<file path="config.mk">
export PLATFORM = sky130hd
export DESIGN_NAME = prog_load_ctrl_flat
export DESIGN_NICKNAME = d
export VERILOG_FILES = /design/src/rtl/prog_load_ctrl_pkg.sv /design/src/rtl/prog_load_ctrl_if.sv /design/src/rtl/prog_load_ctrl_byte_word_asm.sv /design/src/rtl/prog_load_ctrl.sv /design/src/flat_wrapper.sv
export SDC_FILE = /design/constraint.sdc
export NUM_CORES = 1
export LEC_CHECK = 0
export ABC_AREA = 1
export CORE_MARGIN = 5
export CORE_UTILIZATION = 56
export DETAILED_ROUTE_END_ITERATION = 12
export PLACE_DENSITY = 0.94
export SLEW_MARGIN = 20
export SYNTH_ARGS = -nofsm -noshare
export SYNTH_HDL_FRONTEND = slang
export SYNTH_HIERARCHICAL = 1
export SYNTH_SLANG_ARGS = --single-unit
</file>
<file path="constraint.sdc">
create_clock -name clk -period 3.4 [get_ports clk]
set_input_delay 0.34 -clock clk [delete_from_list [all_inputs] [get_ports clk]]
set_output_delay 0.34 -clock clk [all_outputs]
set_load 0.03 [all_outputs]
</file>
<file path="src/rtl/prog_load_ctrl_pkg.sv">
// Shared definitions for the boot-time program loader: state encodings and
// default sizing, also used by the instruction memory and the benches.
package prog_load_ctrl_pkg;

    localparam int CELL_NUMBERS_DEFAULT = 64;
    localparam int ADDR_W_DEFAULT       = 6;

    typedef enum logic [1:0] {
        ST_LOAD  = 2'd0,
        ST_FLUSH = 2'd1,
        ST_RUN   = 2'd2
    } state_e;

endpackage

</file>
<file path="src/rtl/prog_load_ctrl_if.sv">
// UART-byte input side and instruction-memory / core-control output side of
// the program loader, bundled as one interface.
interface prog_load_ctrl_if
    import prog_load_ctrl_pkg::*;
#(
    parameter int ADDR_W = ADDR_W_DEFAULT
) ();

    logic              rx_valid;
    logic [7:0]        rx_data;
    logic              restart;
    logic              imem_we;
    logic [ADDR_W-1:0] imem_addr;
    logic [31:0]       imem_wdata;
    logic              cpu_rst;
    logic              load_done;

    // The loader itself
    modport slave (
        input  rx_valid, rx_data, restart,
        output imem_we, imem_addr, imem_wdata, cpu_rst, load_done
    );

    // The surrounding system (UART receiver, memory, core)
    modport master (
        output rx_valid, rx_data, restart,
        input  imem_we, imem_addr, imem_wdata, cpu_rst, load_done
    );

endinterface

</file>
<file path="src/rtl/prog_load_ctrl_byte_word_asm.sv">
// Little-endian byte-to-word assembler: lanes 0..2 are held until the 4th
// byte arrives, then the full word and a one-cycle word_ready are registered.
module prog_load_ctrl_byte_word_asm (
    input  logic        clk,
    input  logic        rst,
    input  logic        clr,
    input  logic        accept,
    input  logic [7:0]  rx_data,
    output logic        word_last,
    output logic        word_ready,
    output logic [31:0] word
);

    logic [1:0]  byte_cnt_q, byte_cnt_d;
    logic [23:0] lanes_q, lanes_d;
    logic        word_ready_q, word_ready_d;
    logic [31:0] word_q, word_d;

    always_comb begin
        byte_cnt_d   = byte_cnt_q;
        lanes_d      = lanes_q;
        word_ready_d = 1'b0;
        word_d       = word_q;
        word_last    = accept && (byte_cnt_q == 2'd3);
        if (clr) begin
            byte_cnt_d = '0;
            lanes_d    = '0;
        end else if (accept) begin
            byte_cnt_d = byte_cnt_q + 2'd1;
            if (word_last) begin
                word_d       = {rx_data, lanes_q};
                word_ready_d = 1'b1;
            end else begin
                case (byte_cnt_q)
                    2'd0:    lanes_d[7:0]   = rx_data;
                    2'd1:    lanes_d[15:8]  = rx_data;
                    default: lanes_d[23:16] = rx_data;
                endcase
            end
        end
    end

    // word_q keeps its value on clr so an already registered write completes
    always_ff @(posedge clk) begin
        if (rst) begin
            byte_cnt_q   <= '0;
            lanes_q      <= '0;
            word_ready_q <= 1'b0;
            word_q       <= '0;
        end else begin
            byte_cnt_q   <= byte_cnt_d;
            lanes_q      <= lanes_d;
            word_ready_q <= word_ready_d;
            word_q       <= word_d;
        end
    end

    assign word_ready = word_ready_q;
    assign word       = word_q;

endmodule

</file>
<file path="src/rtl/prog_load_ctrl.sv">
// Program loader FSM: writes CELL_NUMBERS assembled words to instruction
// memory while holding the core in reset, then releases it until restart.
module prog_load_ctrl
    import prog_load_ctrl_pkg::*;
#(
    parameter int CELL_NUMBERS = CELL_NUMBERS_DEFAULT,
    parameter int ADDR_W       = ADDR_W_DEFAULT
) (
    input  logic             clk,
    input  logic             rst,
    prog_load_ctrl_if.slave  bus
);

    localparam logic [ADDR_W-1:0] LAST_WORD = ADDR_W'(CELL_NUMBERS - 1);

    state_e            state_q, state_d;
    logic [ADDR_W-1:0] word_cnt_q, word_cnt_d;
    logic [ADDR_W-1:0] imem_addr_q, imem_addr_d;
    logic              cpu_rst_q, cpu_rst_d;
    logic              load_done_q, load_done_d;
    logic              accept;
    logic              word_last;
    logic              word_ready;
    logic [31:0]       word;

    // restart beats a coincident byte; FLUSH and RUN drop bytes
    assign accept = bus.rx_valid && (state_q == ST_LOAD) && !bus.restart;

    prog_load_ctrl_byte_word_asm u_byte_word_asm (
        .clk        (clk),
        .rst        (rst),
        .clr        (bus.restart),
        .accept     (accept),
        .rx_data    (bus.rx_data),
        .word_last  (word_last),
        .word_ready (word_ready),
        .word       (word)
    );

    always_comb begin
        state_d     = state_q;
        word_cnt_d  = word_cnt_q;
        imem_addr_d = imem_addr_q;
        if (bus.restart) begin
            state_d    = ST_LOAD;
            word_cnt_d = '0;
        end else begin
            case (state_q)
                ST_LOAD: begin
                    if (word_last) begin
                        imem_addr_d = word_cnt_q;
                        word_cnt_d  = word_cnt_q + 1'b1;
                        if (word_cnt_q == LAST_WORD) state_d = ST_FLUSH;
                    end
                end
                ST_FLUSH: state_d = ST_RUN;
                ST_RUN:   state_d = ST_RUN;
                default:  state_d = ST_LOAD;
            endcase
        end
        cpu_rst_d   = (state_d != ST_RUN);
        load_done_d = (state_d == ST_RUN);
    end

    always_ff @(posedge clk) begin
        if (rst) begin
            state_q     <= ST_LOAD;
            word_cnt_q  <= '0;
            imem_addr_q <= '0;
            cpu_rst_q   <= 1'b1;
            load_done_q <= 1'b0;
        end else begin
            state_q     <= state_d;
            word_cnt_q  <= word_cnt_d;
            imem_addr_q <= imem_addr_d;
            cpu_rst_q   <= cpu_rst_d;
            load_done_q <= load_done_d;
        end
    end

    assign bus.imem_we    = word_ready;
    assign bus.imem_addr  = imem_addr_q;
    assign bus.imem_wdata = word;
    assign bus.cpu_rst    = cpu_rst_q;
    assign bus.load_done  = load_done_q;

endmodule

</file>
<file path="src/flat_wrapper.sv">
// flat-port wrapper written by rule: the top's interface ports become plain ports
module prog_load_ctrl_flat import prog_load_ctrl_pkg::*;
#(
    parameter int CELL_NUMBERS = CELL_NUMBERS_DEFAULT,
    parameter int ADDR_W       = ADDR_W_DEFAULT
)
  (clk, rst, bus_rx_valid, bus_rx_data, bus_restart, bus_imem_we, bus_imem_addr, bus_imem_wdata, bus_cpu_rst, bus_load_done);
  prog_load_ctrl_if #(.ADDR_W(ADDR_W)) bus_i ();
  input  logic clk;
  input  logic rst;
  input wire logic [$bits(bus_i.rx_valid)-1:0] bus_rx_valid;
  input wire logic [$bits(bus_i.rx_data)-1:0] bus_rx_data;
  input wire logic [$bits(bus_i.restart)-1:0] bus_restart;
  output wire logic [$bits(bus_i.imem_we)-1:0] bus_imem_we;
  output wire logic [$bits(bus_i.imem_addr)-1:0] bus_imem_addr;
  output wire logic [$bits(bus_i.imem_wdata)-1:0] bus_imem_wdata;
  output wire logic [$bits(bus_i.cpu_rst)-1:0] bus_cpu_rst;
  output wire logic [$bits(bus_i.load_done)-1:0] bus_load_done;
  assign bus_i.rx_valid = bus_rx_valid;
  assign bus_i.rx_data = bus_rx_data;
  assign bus_i.restart = bus_restart;
  assign bus_imem_we = bus_i.imem_we;
  assign bus_imem_addr = bus_i.imem_addr;
  assign bus_imem_wdata = bus_i.imem_wdata;
  assign bus_cpu_rst = bus_i.cpu_rst;
  assign bus_load_done = bus_i.load_done;
  prog_load_ctrl #(.CELL_NUMBERS(CELL_NUMBERS), .ADDR_W(ADDR_W)) u_core (.clk(clk), .rst(rst), .bus(bus_i));
endmodule
</file>
==> results.md, run 1 <==
* Unrepaired setup endpoints after global routing: false
* R2r setup slk at 1.45 ns
* IO Pins at 53
* Largest net degree at the start of global routing at 34
* Post-Layout Cell Count at 528
* Top post-synthesis cells by area: dfxtp_1 50%, nor2_1 15%, nand2_1 8.7%, inv_1 4.6%, o21ai_0 3.5%
* Reg2Reg Depth at 10
* Status: complete, no violations
* MaxCap Viol Count at 0
* Post-DP HPWL at 4.54 mm
* Commonest non-fill, non-tap cell in the layout: nor2_1
* Top cell type's share of synthesized area at 50.2%
* Starting Density at 58.2%
* CTS Sinks at 75
* Final hold vios at 0
* Insertion delay to the later sink of the worst-skew pair at 0.34 ns
* CP Capture Type: flop
* Fmax at 514 MHz
* Post-synthesis sequential area ratio at 50.2%
* Die Y-Extent at 83.1 µm
* GP Congestion at 0.872
* DR vias at 2657
* # DRC at 0
* Switching share of power at 20.7%
* Final period utilization at 57.3%
* Total placed cells including tap cells at 514
* Crit path to: u_core/u_byte_word_asm/lanes_q[1]
* Die Wd at 83.1 µm
* Internal power at 1.36 mW
* Share of layout cells above drive strength 1 at 6.77%
* Switching pwr at 0.353 mW
* FF-to-FF Start: u_core/state_q[0]
* CTS root buf: clkbuf_8
* First-pass GRT wire length at 12.2 mm
* Crit Path Max Fanout at 18
* Fin Hold WS at 0.466 ns
* Antenna violations before repair at 0
* CTS Buffer Depth at 2
* Crit path top cell by count: nand2_1
* WL/cell at 13.0 µm
* Final WL at 6.86 mm
* Core box area at 5140 µm²
* Worst hold-check path type: reg2reg
* Crit path depth at 10
* GR Util met3 at 7.03%
* P per Cell Area at 457 nW/µm²
* Fin crit period at 1.95 ns
* Final setup vio count at 0
* Synth warn at 6
* Antenna diodes at 0
* Via-per-instance ratio at 5.03
* Most used routing layer: met2
* Synthesized area per cell at 7.36 µm²
* Post-cts gate resize count at 0
* M1 GR Usage at 24.7%
* Met2 usage at 36.8%
* Filler instances at 389
* DRT iter0 DRCs at 264
* Total grt overflow at 0
* Power, Total at 1.71 mW
* # hold bufs at CTS at 0
* Top delay family on crit path: simple AND/OR/NAND/NOR gates
* Final TNS setup at 0 ns
* Yosys reg bits at 75
* Slew HR at 39.7%
* Mapped Cells at 406
* Post-Place Setup Slack at 1.22 ns
* Library cells used by synthesis at 21
* Number of setup buffers added after CTS at 0
* Rows at 26
* Clk network pwr share at 43.6%
* Post-Syn Area at 2990 µm²
* Clock slew at reported path FFs at 0.07 ns
* Routed Antenna Nets at 0
* Crit path from: u_core/state_q[0]
* CTS tree: done
* Syn nets at 424
* Die ar. at 6900 µm²
* Pre-antenna DRT Iters at 6
* Setup ws final at 1.45 ns
* Maximum level of the CTS H-tree at 3
* Logic pwr share at 4.5%
* WS Path Type: reg2reg
* Sequential share of power at 51.9%
* IO buf count at 52
* Startpoint type of the worst setup path: flop
* Worst flop-to-flop path endpoint: u_core/u_byte_word_asm/lanes_q[1]
* Critical path buffer and inverter count at 2
* Cell accounting for the most synthesized area: dfxtp_1
* CP Data Arrival Time at 2.21 ns
* Vias in the first global route at 2675
* Final slew viol count at 0
* Largest stage delay, worst path at 0.33 ns
* Layout area overhead at 25.3%
* Leak pwr at 1.71 nW
* Critical Path Slowest Stage Cell: nor2_4
* Most frequent cells in the layout: 117 x nor2_1, 75 x dfxtp_1, 69 x nand2_1, 52 x clkdlybuf4s50_1, 37 x inv_1
* Least-Margin Pin Slew at 0.901 ns
* Worst Path Required at 3.67 ns
* GRT Total Usage at 21.6%
* Max IR drop VDD at 0.382 mV
* Inserted Clock Buffers at 9
* Nets at 473
* Cells along the critical path: inv_1 > ha_1 > nand2_1 > nor2_1 > inv_2 > nor2_4 > nand2_2 > nand2_1 > nand2_1 > nor2_1
* Layout Skew at 0.00508 ns
[layout make-up]
class,instances,area [µm²],share of cell area (%)
Clock inverter,2,60.1,1.60
Timing Repair Buffer,54,536,14.3
Clock buffer,12,155,4.14
Tap cell,70,87.6,2.34
Inverter,42,158,4.21
Multi-Input combinational cell,273,1250,33.3
Sequential cell,75,1500,40.1
[logic make-up (layout without fill, tap and decap cells)]
logic type	after synthesis	in the layout	share of synthesized area [%]
compound gates	56	56	9.42
simple gates	211	211	29.8
buf+inv	58	110	8.04
flops	75	75	50.2
fa+ha+maj	6	6	2.51
[how the worst min path moves through the flow]
stage,start,endpoint,slack (ns),depth (start not counted)
2_1_floorplan,rst,u_core/u_byte_word_asm/word_ready,0.41,1
3_5_place_dp,u_core/bus.imem_addr[2],u_core/bus.imem_addr[2],0.46,2
5_1_grt,u_core/bus.imem_addr[1],u_core/bus.imem_addr[1],0.49,2
3_3_place_gp,u_core/bus.imem_addr[2],u_core/bus.imem_addr[2],0.45,2
4_1_cts,u_core/bus.imem_addr[2],u_core/bus.imem_addr[2],0.47,2
6_report,u_core/bus.imem_addr[2],u_core/bus.imem_addr[2],0.47,2
[tightest hold or removal path, stage by stage (launching register included)]
cell     delay, ns
dfxtp_1       0.31
nand2_1       0.06
a21oi_1       0.05
[synth_stat cells, drive strengths merged]
| master | number |
|---|---|
| o21ai | 38 |
| nand2 | 72 |
| inv | 42 |
| nor2 | 123 |
| dfxtp | 75 |
| clkbuf | 3 |
| a21oi | 17 |
| nand3b | 7 |
| o22ai | 1 |
| ha | 6 |
| buf | 13 |
| nand3 | 9 |
[flip-flops by register name (all words and copies together), names as in the netlist]
| register | cells |
|---|---|
| u_core/u_byte_word_asm/lanes_q | 24 |
| u_core/u_byte_word_asm/word | 32 |
| u_core/u_byte_word_asm/byte_cnt_q | 2 |
| u_core/state_q | 2 |
| u_core/bus.cpu_rst | 1 |
| u_core/bus.load_done | 1 |
| u_core/bus.imem_addr | 6 |
| u_core/word_cnt_q | 6 |
| u_core/u_byte_word_asm/word_ready | 1 |
[routing by layer]
metal	share of wire [%]	vias up	wire length [µm]
met5	0	-	0
met3	3.5	17	240
met2	50	63	3450
met4	2.3	0	157
li1	-	1352	-
met1	44	1225	3010
[stage by stage]
step | utilization (%) | instance area [µm²]
floorplan | - | 2990
global placement | 68.7 | 3530
detailed placement | 68.7 | 3530
CTS | 72.9 | 3740
global route | 72.9 | 3740
finish | 72.9 | 3740
[power by group through the flow]
stage / Combinational [mW] / Sequential, mW / Clock (mW)
detailed placement: 0.0755 / 0.908 / 0
global route: 0.0869 / 0.888 / 0.810
CTS: 0.0770 / 0.887 / 0.756
finish: 0.0775 / 0.888 / 0.745
floorplan: 0.0466 / 0.907 / 0
global placement: 0.0730 / 0.907 / 0
Power figures use the tool's default switching activity.
==> inputs of run 2 (changes only) <==
--- a/config.mk
+++ b/config.mk
@@ -7,9 +7,9 @@
 export LEC_CHECK = 0
 export ABC_AREA = 1
 export CORE_MARGIN = 5
-export CORE_UTILIZATION = 56
+export CORE_UTILIZATION = 47
 export DETAILED_ROUTE_END_ITERATION = 12
-export PLACE_DENSITY = 0.94
+export PLACE_DENSITY = 0.85
 export SLEW_MARGIN = 20
 export SYNTH_ARGS = -nofsm -noshare
 export SYNTH_HDL_FRONTEND = slang
==> constraint.sdc (replaced) <==
create_clock -name clk -period 1.61 [get_ports clk]
set_input_delay 0.161 -clock clk [delete_from_list [all_inputs] [get_ports clk]]
set_output_delay 0.161 -clock clk [all_outputs]
set_load 0.03 [all_outputs]
==> run 2 against run 1 <==
Die area rose by 17%; utilization shrank 9.6 points; global-route usage fell by 4.3 points; clock skew grew 0.0044 ns; cell count is 4.2% higher; hold slack better by 0.0033 ns; critical endpoint is now u_core/u_byte_word_asm/lanes_q[13].
==> results.md, run 2 (synthesis results as in run 1) <==
* Final Util at 63.3% (-9.6 points)
* Final WL at 7.19 mm (+4.8%)
* Worst Path Required at 1.85 ns (-1.82 ns)
* Fmax at 636 MHz (+24%)
* Sequential share of power at 50.8% (-1.1 points)
* Antenna diodes at 0 (unchanged)
* Final setup vio count at 0 (unchanged)
* DRT iter0 DRCs at 121 (-54%)
* Fin crit period at 1.57 ns (-0.374 ns)
* Antenna violations before repair at 0 (unchanged)
* Startpoint type of the worst setup path: flop
* GP Congestion at 0.840 (-3.7%)
* Die Y-Extent at 89.8 µm (+8.1%)
* DR vias at 2711 (+2.0%)
* Routed Antenna Nets at 0 (unchanged)
* Clock slew at reported path FFs at 0.07 ns (about the same)
* Die ar. at 8060 µm² (+17%)
* Internal power at 2.90 mW (+110%)
* Nets at 487 (+3.0%)
* Post-Layout Cell Count at 550 (+4.2%)
* CP Data Arrival Time at 1.81 ns (-0.40 ns)
* Die Wd at 89.8 µm (+8.1%)
* Final period utilization at 97.7% (+40 points)
* Via-per-instance ratio at 4.93 (-2.0%)
* Hold Path Stages at 2 (unchanged)
* Switching share of power at 21.5% (+0.83 points)
* MaxCap Viol Count at 0 (unchanged)
* # hold bufs at CTS at 0 (unchanged)
* Layout area overhead at 32.9%
* P per Cell Area at 929 nW/µm² (+100%)
* Total placed cells including tap cells at 530 (+3.1%)
* Post-DP HPWL at 4.68 mm (+3.2%)
* Total grt overflow at 0 (unchanged)
* Switching pwr at 0.793 mW (+120%)
* Least-Margin Pin Slew at 0.398 ns (-0.503 ns)
* GRT Total Usage at 17.3% (-4.3 points)
* Worst hold-check path type: reg2reg
* Largest net degree at the start of global routing at 34 (unchanged)
* CP Capture Type: flop
* Placed Area at 3620 µm² (+2.5%)
* Slew HR at 73.5% (+34 points)
* CTS root buf: clkbuf_8
* CTS Buffer Depth at 2 (unchanged)
* Post-Place Setup Slack at -0.0537 ns (-1.27 ns)
* # DRC at 0 (unchanged)
* CTS Sinks at 75 (unchanged)
* Setup ws final at 0.0370 ns (-1.42 ns)
* Layout Skew at 0.00946 ns (+0.00438 ns)
* Cell area after layout at 3970 µm² (+6.1%)
* Insertion delay to the later sink of the worst-skew pair at 0.34 ns (about the same)
* Core box area at 6280 µm² (+22%)
* Logic pwr share at 5.5% (+1.0 points)
* CTS tree: done
* First-pass GRT wire length at 11.7 mm (-4.5%)
* IO buf count at 52 (unchanged)
* Reg2Reg Depth at 11 (+1)
* Status: complete, no violations
* Most frequent cells in the layout: 115 x nor2_1, 73 x dfxtp_1, 64 x nand2_1, 52 x clkdlybuf4s50_1, 33 x inv_1
* Leak pwr at 1.80 nW (+5.6%)
* Commonest non-fill, non-tap cell in the layout: nor2_1
* Maximum level of the CTS H-tree at 3 (unchanged)
* Vias in the first global route at 2565 (-4.1%)
* Max FFs per register at 32 (unchanged)
* Clk network pwr share at 43.7% (about the same)
* WS Path Type: reg2reg
* IO Pins at 53 (unchanged)
* Starting Density at 47.6% (-11 points)
* Power, Total at 3.69 mW (+120%)
* Inserted Clock Buffers at 9 (unchanged)
* Rows at 29 (+12%)
* Final slew viol count at 0 (unchanged)
* Final hold vios at 0 (unchanged)
* Share of layout cells above drive strength 1 at 12.9% (+6.1 points)
* Crit Path Max Fanout at 8 (-10)
* Max IR drop VDD at 0.522 mV (+37%)
* Pre-antenna DRT Iters at 4 (-2)
* WL/cell at 13.1 µm (+0.57%)
## run 2: changes by cell type in the layout (fill, tap and decap cells not counted), moves of 2 or more
cell     change
dfxtp_2      +2
dfxtp_1      -2
nor2_1       -2
buf_4        +9
inv_4        +3
inv_1        -4
buf_12       +2
nand2_1      -5
nand2_2      +3
nand2_4      +2
## run 2: critical path: stages (launching register included)
cell     delay [ns]
dfxtp_2        0.33
inv_2          0.07
ha_4           0.13
nand2_2        0.05
nor2_4         0.11
buf_4          0.12
inv_4          0.04
nor2_4         0.19
buf_12         0.15
nand2_8        0.07
nor2_1         0.12
nor2_1         0.06
## run 2: layout make-up
type / count / area (µm²)
fillers: 534 / 2300
flip-flops and latches: 75 / 1500
multi-input cells: 274 / 1310
repair buffers: 67 / 669
inverters: 42 / 165
clock buffers: 11 / 151
well taps: 77 / 96.3
clock inverters: 4 / 73.8
## run 2: metal layers
layer	track usage, %	share of wire [%]	up-vias
met4	6.80	1.8	0
met5	0	0	-
met2	29.6	50	86
met3	4.01	6.0	13
li1	-	-	1375
met1	21.0	42	1237
## run 2: worst paths after layout
check,from,to,slack [ns]
setup / recovery,u_core/state_q[0],u_core/u_byte_word_asm/lanes_q[13],0.04
hold / removal,u_core/bus.imem_addr[3],u_core/bus.imem_addr[3],0.47
setup reg to reg,u_core/state_q[0],u_core/u_byte_word_asm/lanes_q[13],0.04
hold reg to reg,u_core/bus.imem_addr[3],u_core/bus.imem_addr[3],0.47
## run 2: per-stage QoR
stage	hold slack, ns	TNS (ns)
4_1_cts	0.465	0
6_report	0.469	0
3_3_place_gp	0.450	-0.0587
5_1_grt	0.493	-0.184
2_1_floorplan	0.233	0
3_5_place_dp	0.456	-0.916
## run 2: timing repair
item / CTS / global route
cloned: 0 / 1
pin swaps: 0 / 10
setup buffers: 0 / 4
setup endpoints to repair: 1 / 53
resized for setup: 1 / 24
## run 2: power by group through the flow
stage               Combinational [mW]  Sequential [mW]  Clock, mW
global placement                 0.174             1.92          0
floorplan                       0.0984             1.92          0
detailed placement               0.177             1.92          0
finish                           0.203             1.87       1.61
global route                     0.222             1.87       1.73
CTS                              0.178             1.87       1.64
==> inputs of run 3 (changes only) <==
--- a/config.mk
+++ b/config.mk
@@ -9,7 +9,7 @@
 export CORE_MARGIN = 5
 export CORE_UTILIZATION = 47
 export DETAILED_ROUTE_END_ITERATION = 12
-export PLACE_DENSITY = 0.85
+export PLACE_DENSITY = 0.8
 export SLEW_MARGIN = 20
 export SYNTH_ARGS = -nofsm -noshare
 export SYNTH_HDL_FRONTEND = slang
==> run 3 against run 2 <==
Utilization increased by 0.86 points; die area unchanged; sequential cell count unchanged; highest routed layer unchanged; clock skew is 0.0050 ns lower; critical endpoint is now u_core/u_byte_word_asm/lanes_q[3]; combinational power increased by 5%; hold slack got worse by 0.0024 ns; worst setup slack worse by 0.036 ns; wire length up 0.61%; first-iteration DRC count is 69% higher; global-route usage about the same; power is 4.5% higher; count of clock-buffer cells in the layout shrank 2.
==> results.md, run 3 (synthesis results as in run 1) <==
* Status: complete, no violations
* CP Data Arrival Time at 1.87 ns (+0.06 ns)
* CTS root buf: clkbuf_8
* WS Path Type: reg2reg
* Final WL at 7.24 mm (+0.61%)
* DRT iter0 DRCs at 204 (+69%)
* GRT Total Usage at 17.4% (+0.050 points)
* MaxCap Viol Count at 0 (unchanged)
* Max IR drop VDD at 0.605 mV (+16%)
* Nets at 497 (+2.1%)
* # DRC at 0 (unchanged)
* Most frequent cells in the layout: 116 x nor2_1, 73 x dfxtp_1, 67 x nand2_1, 52 x clkdlybuf4s50_1, 34 x inv_1
* Crit Path Max Fanout at 8 (unchanged)
* Inserted Clock Buffers at 9 (unchanged)
* Leak pwr at 1.85 nW (+2.9%)
* Most used routing layer: met2
* Antenna diodes at 0 (unchanged)
* Commonest non-fill, non-tap cell in the layout: nor2_1
* Setup ws final at 0.00133 ns (-0.0356 ns)
* Die Wd at 89.8 µm (unchanged)
* Die Y-Extent at 89.8 µm (unchanged)
* DR vias at 2735 (+0.89%)
* Final setup vio count at 0 (unchanged)
* Vias in the first global route at 2617 (+2.0%)
* GR Util met3 at 4.59% (+0.58 points)
* CTS tree: done
* IO buf count at 52 (unchanged)
* CP Capture Type: flop
* Startpoint type of the worst setup path: flop
* M1 GR Usage at 19.8% (-1.2 points)
* Least-Margin Pin Slew at 0.363 ns (-0.0351 ns)
* Fin crit period at 1.61 ns (+0.0356 ns)
* IO Pins at 53 (unchanged)
* Maximum level of the CTS H-tree at 3 (unchanged)
* Total grt overflow at 0 (unchanged)
* Clock slew at reported path FFs at 0.08 ns (about the same)
* Fin Hold WS at 0.466 ns (-0.00238 ns)
* Max FFs per register at 32 (unchanged)
* Final hold vios at 0 (unchanged)
* # hold bufs at CTS at 0 (unchanged)
* Largest net degree at the start of global routing at 34 (unchanged)
* Post-Place Setup Slack at -0.0587 ns (-0.00496 ns)
* Die ar. at 8060 µm² (unchanged)
* Slew HR at 75.7% (+2.3 points)
* Fmax at 622 MHz (-2.2%)
* Layout area overhead at 34.7%
* Final period utilization at 99.9% (+2.2 points)
* Core box area at 6280 µm² (unchanged)
* Pre-antenna DRT Iters at 5 (+1)
* Antenna violations before repair at 0 (unchanged)
* Insertion delay to the later sink of the worst-skew pair at 0.34 ns (about the same)
* Layout Skew at 0.00447 ns (-0.00499 ns)
* WL/cell at 12.9 µm (-1.4%)
* Rows at 29 (unchanged)
* GP Congestion at 0.793 (-5.7%)
* Post-DP HPWL at 4.66 mm (-0.45%)
* Worst hold-check path type: reg2reg
* First-pass GRT wire length at 11.6 mm (-0.65%)
* Final TNS setup at 0 ns (unchanged)
* CTS Buffer Depth at 2 (unchanged)
* Worst Path Required at 1.87 ns (+0.02 ns)
* P per Cell Area at 957 nW/µm² (+3.1%)
* Starting Density at 47.6% (unchanged)
* Met2 usage at 30.0% (+0.43 points)
* CTS Sinks at 75 (unchanged)
* Share of layout cells above drive strength 1 at 13.8% (+0.95 points)
* Via-per-instance ratio at 4.88 (-1.1%)
* Final slew viol count at 0 (unchanged)
* Routed Antenna Nets at 0 (unchanged)
-- run 3: path summary, 6_finish.rpt --
kind	startpoint	to	slack [ns]	depth (start not counted)
worst max register to register	u_core/state_q[1]	u_core/u_byte_word_asm/lanes_q[3]	0.001	12
worst min-delay path	u_core/bus.imem_addr[3]	u_core/bus.imem_addr[3]	0.47	2
worst min register to register	u_core/bus.imem_addr[3]	u_core/bus.imem_addr[3]	0.47	2
worst max-delay path	u_core/state_q[1]	u_core/u_byte_word_asm/lanes_q[3]	0.001	12
-- run 3: area by class of cell --
cell class / count / area, µm²
clock buffer: 9 / 124
clock inverter: 7 / 124
fill: 515 / 2250
inverter: 42 / 160
multi-input combinational: 275 / 1290
sequential: 75 / 1500
tap: 77 / 96.3
timing repair buffer: 76 / 728
-- run 3: power breakdown --
part	internal (mW)	switching, mW
Clock	1.04	0.726
Combinational	0.0891	0.125
Sequential	1.87	0.00688
Total	3.00	0.858
-- run 3: routing by layer --
metal  wire [µm]  vias up
li1            -     1404
met1        3050     1231
met2        3580       88
met3         460       12
met4         144        0
met5           0        -
-- run 3: timing repair --
action,4_1_cts,5_1_grt
buffers inserted,0,7
cloned,0,3
endpoints found under the setup margin,2,51
pin swaps,0,8
resized for setup,2,16
-- run 3: through the flow --
step / util, % / instance area [µm²] / power (mW) / instances
finish: 64.1 / 4030 / 3.86 / 561
global route: 64.1 / 4030 / 4.00 / 561
CTS: 62.1 / 3900 / 3.87 / 551
detailed placement: 58.0 / 3640 / 2.10 / 535
global placement: 58.0 / 3640 / 2.09 / 535
floorplan: - / 2990 / 2.01 / 406
-- run 3: worst max-delay path, cell delays in order, from the launching register on --
cell     delay (ns)
dfxtp_2        0.33
inv_2          0.06
ha_4           0.13
nand2_1        0.05
nor2_2         0.13
buf_4          0.12
inv_2          0.04
nor2_4         0.13
buf_12         0.14
nand2_4        0.08
nand2_1        0.09
inv_1          0.05
nor2_1         0.15
